`src/rtl/smc_pkg.sv`:
```
// Shared constants and state encodings for the SMC frame loader.
package smc_pkg;

    localparam int unsigned NUM_TR  = 6;
    localparam int unsigned FIELD_W = 3;
    localparam int unsigned BUS_W   = NUM_TR * FIELD_W;
    localparam int unsigned CNT_W   = 3;

    typedef logic [1:0] state_t;

    localparam state_t ST_IDLE = 2'd0;
    localparam state_t ST_LOAD = 2'd1;
    localparam state_t ST_HOLD = 2'd2;

endpackage

```
`src/rtl/smc_slot_reg.sv`:
```
// One transistor slot (W, V_GS, V_DS) with write enable.
// Optional V_GS zero-clamp selected by SMC_LOADER_VGS_CLAMP_EN.
module smc_slot_reg
    import smc_pkg::*;
(
    input  logic               clk,
    input  logic               rst_n,
    input  logic               we,
    input  logic [FIELD_W-1:0] w,
    input  logic [FIELD_W-1:0] v_gs,
    input  logic [FIELD_W-1:0] v_ds,
    output logic [FIELD_W-1:0] q_w,
    output logic [FIELD_W-1:0] q_v_gs,
    output logic [FIELD_W-1:0] q_v_ds
);

    logic [FIELD_W-1:0] v_gs_d;

    always_comb begin
`ifdef SMC_LOADER_VGS_CLAMP_EN
        // Store 0 as 1 so that V_GS-1 downstream never underflows
        v_gs_d = (v_gs == '0) ? FIELD_W'(1) : v_gs;
`else
        v_gs_d = v_gs;
`endif
    end

    always_ff @(posedge clk or negedge rst_n) begin
        if (!rst_n) begin
            q_w    <= '0;
            q_v_gs <= '0;
            q_v_ds <= '0;
        end else if (we) begin
            q_w    <= w;
            q_v_gs <= v_gs_d;
            q_v_ds <= v_ds;
        end
    end

endmodule

```
`src/rtl/smc_loader.sv`:
```
// Collects NUM_TR transistor beats into one frame and holds it until accepted.
// Build option: SMC_LOADER_VGS_CLAMP_EN (V_GS zero-clamp in each slot).
module smc_loader
    import smc_pkg::*;
#(
    parameter int unsigned NUM_TR = smc_pkg::NUM_TR
) (
    input  logic                   clk,
    input  logic                   rst_n,
    input  logic                   in_valid,
    output logic                   in_ready,
    input  logic [1:0]             mode,
    input  logic [FIELD_W-1:0]     W,
    input  logic [FIELD_W-1:0]     V_GS,
    input  logic [FIELD_W-1:0]     V_DS,
    output logic                   out_valid,
    input  logic                   out_ready,
    output logic [1:0]             out_mode,
    output logic [NUM_TR*FIELD_W-1:0] out_W,
    output logic [NUM_TR*FIELD_W-1:0] out_V_GS,
    output logic [NUM_TR*FIELD_W-1:0] out_V_DS
);

    state_t             state;
    logic [CNT_W-1:0]   cnt;
    logic               accept;
    logic               last_beat;

    // in_ready is a registered copy of (state != HOLD), so accept has no
    // dependence on out_ready and a HOLD-cycle beat is never consumed.
    assign accept    = in_valid && in_ready;
    assign last_beat = (cnt == CNT_W'(NUM_TR - 1));

    always_ff @(posedge clk or negedge rst_n) begin
        if (!rst_n) begin
            state     <= ST_IDLE;
            cnt       <= '0;
            out_valid <= 1'b0;
            in_ready  <= 1'b1;
            out_mode  <= '0;
        end else begin
            case (state)
                ST_IDLE: begin
                    if (in_valid) begin
                        out_mode <= mode;
                        cnt      <= CNT_W'(1);
                        state    <= ST_LOAD;
                    end
                end
                ST_LOAD: begin
                    if (in_valid) begin
                        if (last_beat) begin
                            cnt       <= '0;
                            state     <= ST_HOLD;
                            out_valid <= 1'b1;
                            in_ready  <= 1'b0;
                        end else begin
                            cnt <= cnt + CNT_W'(1);
                        end
                    end
                end
                ST_HOLD: begin
                    if (out_ready) begin
                        state     <= ST_IDLE;
                        out_valid <= 1'b0;
                        in_ready  <= 1'b1;
                    end
                end
                default: begin
                    state     <= ST_IDLE;
                    cnt       <= '0;
                    out_valid <= 1'b0;
                    in_ready  <= 1'b1;
                end
            endcase
        end
    end

    for (genvar k = 0; k < NUM_TR; k++) begin : g_slot
        smc_slot_reg u_slot (
            .clk    (clk),
            .rst_n  (rst_n),
            .we     (accept && (cnt == CNT_W'(k))),
            .w      (W),
            .v_gs   (V_GS),
            .v_ds   (V_DS),
            .q_w    (out_W[k*FIELD_W +: FIELD_W]),
            .q_v_gs (out_V_GS[k*FIELD_W +: FIELD_W]),
            .q_v_ds (out_V_DS[k*FIELD_W +: FIELD_W])
        );
    end

endmodule

```
`config.mk`:
```
export PLATFORM = sky130hd
export DESIGN_NAME = smc_loader
export DESIGN_NICKNAME = d
export VERILOG_FILES = /design/src/rtl/smc_pkg.sv /design/src/rtl/smc_slot_reg.sv /design/src/rtl/smc_loader.sv
export SDC_FILE = /design/constraint.sdc
export NUM_CORES = 1
export LEC_CHECK = 0
export CAP_MARGIN = 20
export CORE_ASPECT_RATIO = 1.5
export CORE_MARGIN = 2
export CORE_UTILIZATION = 55
export DETAILED_ROUTE_END_ITERATION = 8
export DONT_BUFFER_PORTS = 1
export HOLD_SLACK_MARGIN = 0.06
export MAX_ROUTING_LAYER = met4
export PLACE_DENSITY = 0.78
export RECOVER_POWER = 25
export SKIP_LAST_GASP = 1
export SYNTH_ARGS = -nofsm -noshare
export SYNTH_HDL_FRONTEND = slang
export SYNTH_HIERARCHICAL = 1
export SYNTH_SLANG_ARGS = --single-unit
```
`constraint.sdc`:
```
create_clock -name clk -period 4.6 [get_ports clk]
set_input_delay 0.46 -clock clk [delete_from_list [all_inputs] [get_ports clk]]
set_output_delay 0.46 -clock clk [all_outputs]
set_load 0.005 [all_outputs]
```
Yosys cells after proc, flatten, opt, wreduce, memory -nomap -nowiden:

Index checks and enable logic that the tools add are counted.

* bits of input ports: 15
* output and inout port bits: 58
* word-level logic and storage cells: 67
* flip-flop bits (word level): 63

* equal/unequal tests: 11
* bitwise gates (word level): 2
* reductions and logical operators: 13
* muxes and demuxes: 17
* add/sub/neg operators: 1

Operators by type and width (count)
* 2-to-1 mux 3 bit: 3
* case mux 3 bit (3 select lines): 1
* 2-to-1 mux 2 bit: 4
* inequality test 2 bit (second input constant): 4
* AND reduction 4 bit: 2
* logical AND 1 bit: 7
* equality test 3 x 2 -> 1 bit (second input constant): 2
* equality test 3 bit (second input constant): 2
* 2-to-1 mux 1 bit: 6
* case mux 1 bit (3 select lines): 2
* case mux 2 bit (3 select lines): 1
* adder 3 x 1 -> 3 bit (second input constant): 1
* equality test 3 x 1 -> 1 bit (second input constant): 1
* zero test 3 bit: 1
* AND reduction 3 bit: 1
* equality test 2 x 1 -> 1 bit (second input constant): 1
* equality test 2 bit (second input constant): 1
* zero test 2 bit: 1
* inverter 1 bit: 2
* AND reduction 2 bit: 1

Logic depth before layout (Yosys ltp):

Gate-level depths: netlist of run 1.

* depth in word-level cells: 4
* gate-level depth with buffers: 5
* depth with buffers taken out: 5

Modules after synthesis:

Netlist of run 1, hierarchy kept.

By module, submodules not included
* smc_slot_reg: sequential area each 225.2 um2, times used 6, cells each 19, area each 371.6 um2
* smc_loader: sequential area each 226.5 um2, times used 1, cells each 54, area each 504.2 um2

Least setup slack after synthesis of run 1:

OpenSTA, ideal clock, no wires.

* path type: in2reg
* start point: input in_valid
* end point: register g_slot[2].u_slot.q_v_ds[0]
* stages: 5
* buffers on the path: 1
* path slack: 3105 ps
* library setup time: 125 ps
* arrival time: 1370 ps
* path through: nor2b_4 -> nand2_1 -> nor3b_1 -> buf_6 -> mux2_4

* longest elaborated chain between the ends: 2

Ends and longest elaborated chain
* start: declaration: line smc_loader.sv:10 `input logic in_valid,`
* logical AND 1 bit: line smc_loader.sv:31 `assign accept = in_valid && in_ready;`
* logical AND 1 bit: line smc_loader.sv:83 `.we (accept && (cnt == CNT_W'(k))),`
* end signal: assignment: line smc_slot_reg.sv:36 `q_v_ds <= v_ds;`
* end: declaration: line smc_slot_reg.sv:14 `output logic [FIELD_W-1:0] q_v_ds`

Every way passes these cells.
A chain may end at the register's enable or synchronous reset.

Worst setup path in the final report of run 1:

* start point: register cnt[2]
* end point: register g_slot[0].u_slot.q_v_ds[0]

* longest elaborated chain between the ends: 2

Ends and longest elaborated chain
* start: declaration: line smc_loader.sv:25 `logic [CNT_W-1:0] cnt;`
* start signal: assignment: line smc_loader.sv:58 `cnt <= cnt + CNT_W'(1);`
* zero test 3 bit: line smc_loader.sv:83
* logical AND 1 bit: line smc_loader.sv:83
* end signal: assignment: line smc_slot_reg.sv:36
* end: declaration: line smc_slot_reg.sv:14

Every way passes these cells.

==> results.sh, run 1 <==
export IMPL_finalCritPeriodShare=0.433
export IMPL_ys_ff_latch=63
export IMPL_place_area_sq_um=2790
export IMPL_dieArea_sq_um=5560
export IMPL_synthTopCellsByArea="dfrtp_1 57%, mux2_4 30%, buf_6 2.5%"
export IMPL_grt_pass1_wl_mm=8.61
export IMPL_clk_pin_slew_ps=70
export IMPL_clk_latency_ps=340
export IMPL_routed_wl_mm=5.42
export IMPL_finClkSkew_ps=5.59
export IMPL_place_congestion=0.774
export IMPL_setup_tns_ps=0
export IMPL_tritoncts="yes"
export IMPL_maxCapViolations=0
export IMPL_final_cells=248
export IMPL_wl_per_cell_um=21.9
export IMPL_pre_cts_slack_ps=2550
export IMPL_worstHoldPathType="primary input to flip-flop"
export IMPL_cts_htree_levels=3
export IMPL_finalHoldViolCount=0
export IMPL_worstPathRequired_ps=4820
export IMPL_slew_viol_final=0
export IMPL_synth_area_leader_cell="dfrtp_1"
export IMPL_die_width_um=61.6
export IMPL_slowest_stage="nor3_2"
export IMPL_path_cells="nor2b_4 > nand2_1 > nor3_2 > mux2_4"
export IMPL_seq_area_frac_synth=0.577
export IMPL_firstDrtPassIters=4
export IMPL_die_h_um=90.4
export IMPL_crit_arrival_ps=2210
export IMPL_yosys_top_cells_count="62 x dfrtp_1, 54 x mux2_4, 6 x buf_6"
export IMPL_finalCriticalPeriod_ps=1990
export IMPL_n_antenna_cell=0
export IMPL_yosysMostFrequentCell="dfrtp_1"
export IMPL_drcViolationCount=0
export IMPL_track_usage=0.224
export IMPL_rsz0062_at_grt="false"
export IMPL_fin_util=0.624
export IMPL_cts_buffers=9
export IMPL_vias=1396
export IMPL_p_per_area_nw_per_um2=711
export IMPL_cts_resized=0
export IMPL_area_growth_synth_to_final_pct=9.70
export IMPL_crit_type="flip-flop to flip-flop"
export IMPL_p_leak_nw=1.38
export IMPL_numPortBuffers=0
export IMPL_finalNetCount=193
export IMPL_row_count=31
export IMPL_dp_cells=230
export IMPL_fin_area_sq_um=3000
export IMPL_first_iter_violations=133
export IMPL_hpwlAfterDp_mm=3.78
export IMPL_grt_pass1_vias=1521
export IMPL_total_power_mw=2.13
export IMPL_avgViaCountPerCell=5.63
export IMPL_max_freq_mhz=502
export IMPL_worstPathMaxFanout=9
export IMPL_whs_ps=265
export IMPL_ys_async_sr_fraction=1.00
export IMPL_core_sq_um=4810
export IMPL_yosys_area_top_type_share=0.568
export IMPL_start_kind="flip-flop"
export IMPL_clockRootBuffer="clkbuf_8"
export IMPL_relSlewSlack=0.340
export IMPL_fin_ws_ps=2610
export IMPL_clockBufferDepth=2
export IMPL_ant_nets=0
export IMPL_grt_max_degree=64
export IMPL_grt_overflow=0
export IMPL_ir_worst_vdd_mv=0.298
export IMPL_syn_avg_cell_area_sq_um=16.3
export IMPL_syn_inst=168
export IMPL_ioPinCount=73
export IMPL_cts_sinks=63
export IMPL_antenna_found_initial=0
export IMPL_drive_gt1_frac=0.445
export IMPL_status="completed"
export IMPL_synth_ff_type="dfrtp_1"
export IMPL_tightest_slew_ps=985
export IMPL_syn_area_sq_um=2730
export IMPL_setup_worst_path_end_class="flip-flop"
export IMPL_setup_viol_count_final=0
export IMPL_max_stage_delay_ps=760
export IMPL_yosys_warnings=6
export IMPL_start_util=0.568
export IMPL_syn_nets=184
export IMPL_synth_edf_count=0
export IMPL_yosysUniqueCellTypes=28
worst max-delay path, delay by kind of cell (launching register included):
family / cells / cell delay [ps]
AND/OR/NAND/NOR: 3 / 1050
multiplexers: 1 / 350
flip-flops: 1 / 470
state kept, by name, summed over array words and instances, names as in the netlist:
signal                flops
in_ready                  1
g_slot.u_slot/q_v_gs     18
out_valid                 1
cnt                       3
state                     2
g_slot.u_slot/q_v_ds     18
out_mode                  2
g_slot.u_slot/q_w        18
per-layer routing:
layer	wire (um)	track usage	vias to the layer above
met4	122	0.0957	0
li1	-	-	605
met1	2030	0.258	726
met5	0	-	-
met3	288	0.0774	11
met2	2980	0.345	54
cells in the final DEF, fill, tap and decap left out, types with 2 or more instances in the layout:
cell / instances
buf_4: 4
clkbuf_1: 2
clkbuf_8: 11
clkinv_2: 2
dfrtp_1: 62
inv_1: 3
mux2_2: 2
mux2_4: 54
nand2_1: 3
nand2b_1: 4
nand3_1: 2
nor2_1: 4
nor2b_1: 3
nor3_2: 2
o21ai_0: 4
o21ai_1: 3
where the power goes:
part / internal (mW) / leakage [nW] / switching, mW / total, mW
clock network: 0.223 / 0.0894 / 0.195 / 0.418
logic: 0.420 / 0.514 / 0.183 / 0.602
registers: 0.832 / 0.775 / 0.280 / 1.11
kinds of logic after synthesis:
logic type | synth area share
buffers and inverters | 0.0320
flip-flops | 0.577
adder cells (fa/ha/maj) | 0.00458
AND/OR/NAND/NOR | 0.0535
AO/OA/AOI/OAI | 0.0279
multiplexers | 0.305
repair_timing:
item / 4_1_cts / 5_1_grt
setup endpoints to repair: 0 / 0
hold buffers: 2 / 0
buffers inserted: 0 / 0
endpoints found under the hold margin: 63 / 0
area by class of cell:
class	instances	area (sq um)
Clock buffer	13	159
Clock inverter	3	17.5
Fill cell	362	1810
Inverter	3	11.3
Multi-Input combinational cell	94	1080
Sequential cell	63	1580
Tap cell	66	82.6
Timing Repair Buffer	6	67.6
path summary, 6_finish.rpt:
| path | slack [ps] | startpoint | depth (start not counted) | to |
|---|---|---|---|---|
| worst min register to register | 530 | in_ready | 1 | in_ready |
| worst max register to register | 2610 | cnt[2] | 4 | g_slot[0].u_slot/q_v_ds[0] |
| worst max-delay path | 2610 | cnt[2] | 4 | g_slot[0].u_slot/q_v_ds[0] |
| min in group asynchronous | 650 | rst_n | 2 | g_slot[4].u_slot/q_w[2] |
| max in group asynchronous | 3640 | rst_n | 2 | in_ready |
| worst min-delay path | 270 | V_GS[0] | 1 | g_slot[4].u_slot/q_v_gs[0] |
No activity file was read; power rests on OpenSTA's default activity.
==> run 2: changes to the inputs <==
--- a/config.mk
+++ b/config.mk
@@ -5,6 +5,7 @@
 export SDC_FILE = /design/constraint.sdc
 export NUM_CORES = 1
 export LEC_CHECK = 0
+export ABC_AREA = 1
 export CAP_MARGIN = 20
 export CORE_ASPECT_RATIO = 1.5
 export CORE_MARGIN = 2
==> constraint.sdc (replaced) <==
create_clock -name clk -period 1.85 [get_ports clk]
set_input_delay 0.185 -clock clk [delete_from_list [all_inputs] [get_ports clk]]
set_output_delay 0.185 -clock clk [all_outputs]
set_load 0.005 [all_outputs]
==> run 2 against run 1 <==
Effect of this change:
- clock power grew to 2.8 times the previous value
- synthesized cell count up 73%
- largest cell class unchanged
- fmax grew 41%
- global-route usage up 2.6 points
- via count up 37%
- worst hold slack worse by 180 ps
- sequential cell count unchanged
- non-clock buffer count grew 15
- critical endpoint is now g_slot[4].u_slot/q_v_gs[2]
- first-iteration DRC count shrank 19%
- synthesized area shrank 7.3%
==> results.sh, run 2 <==
export IMPL_yosys_top_cells_count="180 x nand2_1, 62 x dfrtp_1, 9 x inv_1, 9 x inv_2, 6 x buf_6"
export IMPL_finalHoldViolCount=0
export IMPL_cts_setup_buffers=0
export IMPL_hpwlAfterDp_mm=3.82
export IMPL_cts_htree_levels=3
export IMPL_routed_wl_mm=5.68
export IMPL_yosysMostFrequentCell="nand2_1"
export IMPL_drive_gt1_frac=0.0994
export IMPL_rsz0062_at_grt="false"
export IMPL_setup_worst_path_end_class="flip-flop"
export IMPL_setup_tns_ps=0
export IMPL_crit_type="flip-flop to flip-flop"
export IMPL_total_power_mw=4.60
export IMPL_ys_async_sr_fraction=1.00
export IMPL_hold_depth=2
export IMPL_relSlewSlack=0.439
export IMPL_start_util=0.568
export IMPL_grt_max_degree=64
export IMPL_avgViaCountPerCell=5.18
export IMPL_clk_latency_ps=340
export IMPL_clk_pin_slew_ps=60
export IMPL_clockBufferDepth=2
export IMPL_drcViolationCount=0
export IMPL_die_h_um=87.1
export IMPL_final_common_cell="nand2_1"
export IMPL_firstDrtPassIters=5
export IMPL_yosys_area_top_type_share=0.612
export IMPL_syn_nets=307
export IMPL_finClkSkew_ps=5.92
export IMPL_yosys_warnings=6
export IMPL_dieArea_sq_um=5180
export IMPL_syn_inst=291
export IMPL_antenna_found_initial=0
export IMPL_reg2reg_depth=5
export IMPL_tritoncts="yes"
export IMPL_start_kind="flip-flop"
export IMPL_finalCriticalPeriod_ps=1410
export IMPL_worstPathRequired_ps=2130
export IMPL_finalCritPeriodShare=0.764
export IMPL_clockRootBuffer="clkbuf_8"
export IMPL_ant_nets=0
export IMPL_crit_arrival_ps=1690
export IMPL_slew_viol_final=0
export IMPL_place_congestion=0.763
export IMPL_worstHoldPathType="primary input to flip-flop"
export IMPL_wl_per_cell_um=15.4
export IMPL_cts_resized=0
export IMPL_syn_area_sq_um=2530
export IMPL_synth_area_leader_cell="dfrtp_1"
export IMPL_status="completed"
export IMPL_grt_pass1_wl_mm=9.02
export IMPL_finalNetCount=333
export IMPL_area_growth_synth_to_final_pct=14.8
export IMPL_grt_overflow=0
export IMPL_numPortBuffers=0
export IMPL_maxCapViolations=0
export IMPL_cts_buffers=9
export IMPL_syn_avg_cell_area_sq_um=8.71
export IMPL_top_regs="g_slot.u_slot/q_v_ds: 18 flops, g_slot.u_slot/q_v_gs: 18 flops, g_slot.u_slot/q_w: 18 flops"
export IMPL_grt_pass1_vias=1831
export IMPL_vias=1916
export IMPL_seq_area_frac_synth=0.622
export IMPL_max_freq_mhz=707
export IMPL_setup_viol_count_final=0
export IMPL_tightest_slew_ps=841
export IMPL_fill_cells=369
export IMPL_row_count=30
export IMPL_die_width_um=59.4
export IMPL_ir_worst_vdd_mv=0.870
export IMPL_cts_sinks=63
export IMPL_p_per_area_nw_per_um2=1580
export IMPL_ys_ff_latch=63
export IMPL_worstPathMaxFanout=9
export IMPL_n_antenna_cell=0
export IMPL_synth_edf_count=0
export IMPL_seq_area_sq_um=1580
export IMPL_yosysUniqueCellTypes=18
export IMPL_final_cell_mix="180 x nand2_1, 62 x dfrtp_1, 14 x dlygate4sd3_1, 10 x clkbuf_8"
export IMPL_multi_input_area_sq_um=822
export IMPL_synthTopCellsByArea="dfrtp_1 61%, nand2_1 27%, buf_6 2.7%"
export IMPL_hold_buffers=15
export IMPL_synth_ff_type="dfrtp_1"
export IMPL_track_usage=0.249
export IMPL_first_iter_violations=108
export IMPL_fin_util=0.652
export IMPL_core_sq_um=4470
export IMPL_p_leak_nw=1.62
export IMPL_ioPinCount=73
[run 2: cell count changes after synthesis, moves of 3 or more]
cell      before  now
nand2_1        3  180
nor2b_1        3    0
inv_2          0    9
inv_1          3    9
mux2_4        54    0
nand3_1        2    5
nand2b_1       4    0
[run 2: cell type report]
class                           instances  area share
Clock buffer                           12      0.0499
Clock inverter                          4      0.0155
Inverter                               18      0.0232
Multi-Input combinational cell        204       0.282
Sequential cell                        63       0.542
Tap cell                               48      0.0206
Timing Repair Buffer                   21      0.0662
[run 2: path summary, 6_finish.rpt]
path | startpoint | to | slack (ps)
setup / recovery | in_ready | g_slot[4].u_slot/q_v_gs[2] | 440
setup reg to reg | in_ready | g_slot[4].u_slot/q_v_gs[2] | 440
min in group asynchronous | rst_n | g_slot[2].u_slot/q_v_ds[2] | 520
hold reg to reg | g_slot[1].u_slot/q_v_gs[1] | g_slot[1].u_slot/q_v_gs[1] | 500
hold / removal | in_valid | state[0] | 90
max in group asynchronous | rst_n | g_slot[3].u_slot/q_v_gs[2] | 780
[run 2: critical path, stage by stage, from the launching register on]
cell	delay (ps)
dfstp_2	570
nand2_1	90
nor3_1	330
buf_4	230
nand2_1	60
nand2_1	70
[run 2: kinds of logic after synthesis]
family                     share of synthesized area
and+or+nand+nor                                0.294
DFF                                            0.622
buffers and inverters                         0.0533
AOI/OAI and AO/OA                             0.0252
adders and majority gates                    0.00494
[run 2: metal layers]
| metal | part of all wire | GRT usage |
|---|---|---|
| met5 | 0 | - |
| met2 | 0.49 | 0.361 |
| met4 | 0.041 | 0.178 |
| met3 | 0.059 | 0.0609 |
| met1 | 0.41 | 0.299 |
[run 2: where the power goes]
part | total (mW) | switching (mW) | internal (mW) | leakage (nW)
logic | 0.931 | 0.574 | 0.357 | 0.710
clock network | 1.15 | 0.500 | 0.653 | 0.100
registers | 2.51 | 0.518 | 2.00 | 0.812
[run 2: through the flow]
| stage | setup slack, ps | hold slack [ps] | instances | cell area (sq um) |
|---|---|---|---|---|
| 6_report | 436 | 89.1 | 370 | 2910 |
| 5_1_grt | 308 | 91.7 | 370 | 2910 |
| 4_1_cts | 443 | 71.2 | 370 | 2930 |
| 3_5_place_dp | 468 | -109 | 339 | 2570 |
| 3_3_place_gp | 518 | -109 | 339 | 2570 |
| 2_1_floorplan | 606 | -111 | 291 | 2530 |
==> run 3: changes to the inputs <==
--- a/config.mk
+++ b/config.mk
@@ -5,7 +5,7 @@
 export SDC_FILE = /design/constraint.sdc
 export NUM_CORES = 1
 export LEC_CHECK = 0
-export ABC_AREA = 1
+export ABC_AREA = 0
 export CAP_MARGIN = 20
 export CORE_ASPECT_RATIO = 1.5
 export CORE_MARGIN = 2
@@ -14,7 +14,7 @@
 export DONT_BUFFER_PORTS = 1
 export HOLD_SLACK_MARGIN = 0.06
 export MAX_ROUTING_LAYER = met4
-export PLACE_DENSITY = 0.78
+export PLACE_DENSITY = 0.81
 export RECOVER_POWER = 25
 export SKIP_LAST_GASP = 1
 export SYNTH_ARGS = -nofsm -noshare
==> constraint.sdc (replaced) <==
create_clock -name clk -period 1.3 [get_ports clk]
set_input_delay 0.13 -clock clk [delete_from_list [all_inputs] [get_ports clk]]
set_output_delay 0.13 -clock clk [all_outputs]
set_load 0.005 [all_outputs]
==> run 3 against run 2 <==
Effect of this change:
- the flow now finishes with violations (hold timing, setup timing)
- critical path depth unchanged
- worst hold slack worse by 610 ps
- sequential power up 53%
- count of clock-buffer cells in the layout down 3
- highest routed layer unchanged
- routed wire length up 6.2%
- critical path type unchanged
- clock skew about the same
- design area up 15%
- die area up 7.4%
==> results.sh, run 3 (synthesis results as in run 1) <==
export IMPL_status="finished, violations left"
export IMPL_violations="hold timing, setup timing"
export IMPL_max_stage_delay_ps=440
export IMPL_drive_gt1_frac=0.542
export IMPL_vias=1543
export IMPL_r2r_end="g_slot[2].u_slot/q_v_ds[0]"
export IMPL_dieArea_sq_um=5560
export IMPL_crit_arrival_ps=1720
export IMPL_fill_cells=345
export IMPL_finalHoldViolCount=63
export IMPL_rsz0062_at_grt="true"
export IMPL_worstPathRequired_ps=1520
export IMPL_crit_path_end="g_slot[2].u_slot/q_v_ds[0]"
export IMPL_finalNetCount=223
export IMPL_drcViolationCount=0
export IMPL_r2r_start="cnt[2]"
export IMPL_slew_viol_final=0
export IMPL_r2r_setup_slack_ps=-200
export IMPL_fin_util=0.698
export IMPL_maxCapViolations=0
export IMPL_first_iter_violations=70
export IMPL_grt_max_degree=64
export IMPL_clk_pin_slew_ps=70
export IMPL_row_count=31
export IMPL_avgViaCountPerCell=5.55
export IMPL_ioPinCount=73
export IMPL_crit_path_start="cnt[2]"
export IMPL_place_congestion=0.695
export IMPL_ant_nets=0
export IMPL_start_util=0.568
export IMPL_antenna_found_initial=0
export IMPL_cts_buffers=9
export IMPL_finClkSkew_ps=6.12
export IMPL_grt_pass1_wl_mm=9.20
export IMPL_top_regs="g_slot.u_slot/q_v_ds: 18 flops, g_slot.u_slot/q_v_gs: 18 flops, g_slot.u_slot/q_w: 18 flops"
export IMPL_clockRootBuffer="clkbuf_8"
export IMPL_firstDrtPassIters=4
export IMPL_finalCriticalPeriod_ps=1500
export IMPL_setup_viol_count_final=54
export IMPL_grt_overflow=0
export IMPL_track_usage=0.237
export IMPL_hold_buffers=13
export IMPL_worstPathMaxFanout=8
export IMPL_p_per_area_nw_per_um2=2490
export IMPL_fin_area_sq_um=3360
export IMPL_die_width_um=61.6
export IMPL_numPortBuffers=0
export IMPL_area_growth_synth_to_final_pct=22.8
export IMPL_final_cell_mix="60 x dfrtp_1, 54 x mux2_4, 15 x buf_4, 13 x dlygate4sd3_1, 9 x clkbuf_8"
export IMPL_cts_sinks=63
export IMPL_slowest_stage="dfrtp_2"
export IMPL_reg2reg_depth=5
export IMPL_max_freq_mhz=666
export IMPL_hpwlAfterDp_mm=3.94
export IMPL_routed_wl_mm=6.03
export IMPL_worstHoldPathType="primary input to asynchronous set/reset pin"
export IMPL_crit_type="flip-flop to flip-flop"
export IMPL_finalCritPeriodShare=1.15
export IMPL_grt_pass1_vias=1692
export IMPL_clk_latency_ps=340
export IMPL_cts_htree_levels=3
export IMPL_clockBufferDepth=2
export IMPL_core_sq_um=4810
export IMPL_n_antenna_cell=0
export IMPL_place_area_sq_um=2920
export IMPL_wl_per_cell_um=21.7
export IMPL_start_kind="flip-flop"
export IMPL_path_cells="nor2b_4 > nand2_2 > nor3b_4 > buf_12 > mux2_4"
export IMPL_tightest_slew_ps=347
export IMPL_relSlewSlack=0.769
export IMPL_setup_worst_path_end_class="flip-flop"
export IMPL_die_h_um=90.4
export IMPL_p_leak_nw=1.55
export IMPL_final_common_cell="dfrtp_1"
export IMPL_whs_ps=-518
export IMPL_tritoncts="yes"
export IMPL_fin_ws_ps=-201
export IMPL_ir_worst_vdd_mv=1.72
[run 3: cell types whose count changed in the layout (fill, tap and decap cells not counted), sizes merged, moves of 2 or more]
cell	before	now
clkinvlp	0	2
nand2	180	3
o22ai	2	0
nor2b	0	4
nor3	1	3
nand3b	2	0
and3	0	2
mux2	0	56
nand2b	0	4
buf	6	22
nand3	5	2
o21ai	5	7
clkbuf	13	9
inv	18	4
[run 3: repair_timing]
action,4_1_cts,5_1_grt
gates resized for setup,15,7
setup endpoints to repair,56,62
cloned,1,0
buffers inserted,2,3
endpoints found under the hold margin,123,63
pin swaps,7,7
[run 3: worst max-delay path, delay by kind of cell (launching register included)]
| family | cells | cell delay (ps) |
|---|---|---|
| and+or+nand+nor | 3 | 470 |
| DFF | 1 | 440 |
| muxes | 1 | 300 |
| buffers and inverters | 1 | 170 |
[run 3: power breakdown]
part	switching, mW	internal [mW]	total, mW	leakage [nW]
combinational	0.946	1.91	2.85	0.678
clock	0.762	0.886	1.65	0.0956
sequential	0.903	2.95	3.85	0.773
total	2.61	5.74	8.35	1.55
[run 3: area by class of cell]
cell class | instances | area, sq um | share of cell area
sequential | 63 | 1580 | 0.471
multi-input combinational | 95 | 1160 | 0.344
timing repair buffer | 35 | 330 | 0.0984
clock buffer | 9 | 124 | 0.0369
tap | 66 | 82.6 | 0.0246
clock inverter | 7 | 72.6 | 0.0216
inverter | 3 | 11.3 | 0.00335
[run 3: how the worst min path moves through the flow]
stage,end,slack (ps),depth (start not counted)
2_1_floorplan,cnt[0],-170,0
3_3_place_gp,g_slot[1].u_slot/q_w[1],-160,0
3_5_place_dp,g_slot[1].u_slot/q_w[1],-160,0
4_1_cts,g_slot[0].u_slot/q_v_gs[0],-530,0
5_1_grt,g_slot[1].u_slot/q_v_gs[0],-540,0
6_report,g_slot[2].u_slot/q_v_gs[0],-520,0
[run 3: through the flow]
stage	power, mW	setup slack (ps)	cells	hold WS [ps]	TNS [ps]
finish	8.35	-201	278	-518	-9160
global route	8.79	-266	278	-543	-11520
CTS	8.26	-196	277	-529	-8030
detailed placement	6.29	-239	245	-164	-9010
global placement	6.09	-197	245	-164	-7260
floorplan	5.52	-130	168	-166	-5160
[run 3: routing by layer]
layer | vias to the layer above | part of all wire | track usage
met5 | - | 0 | -
met4 | 0 | 0.021 | 0.0798
met3 | 10 | 0.066 | 0.0917
met2 | 68 | 0.53 | 0.375
met1 | 789 | 0.38 | 0.267
li1 | 676 | - | -
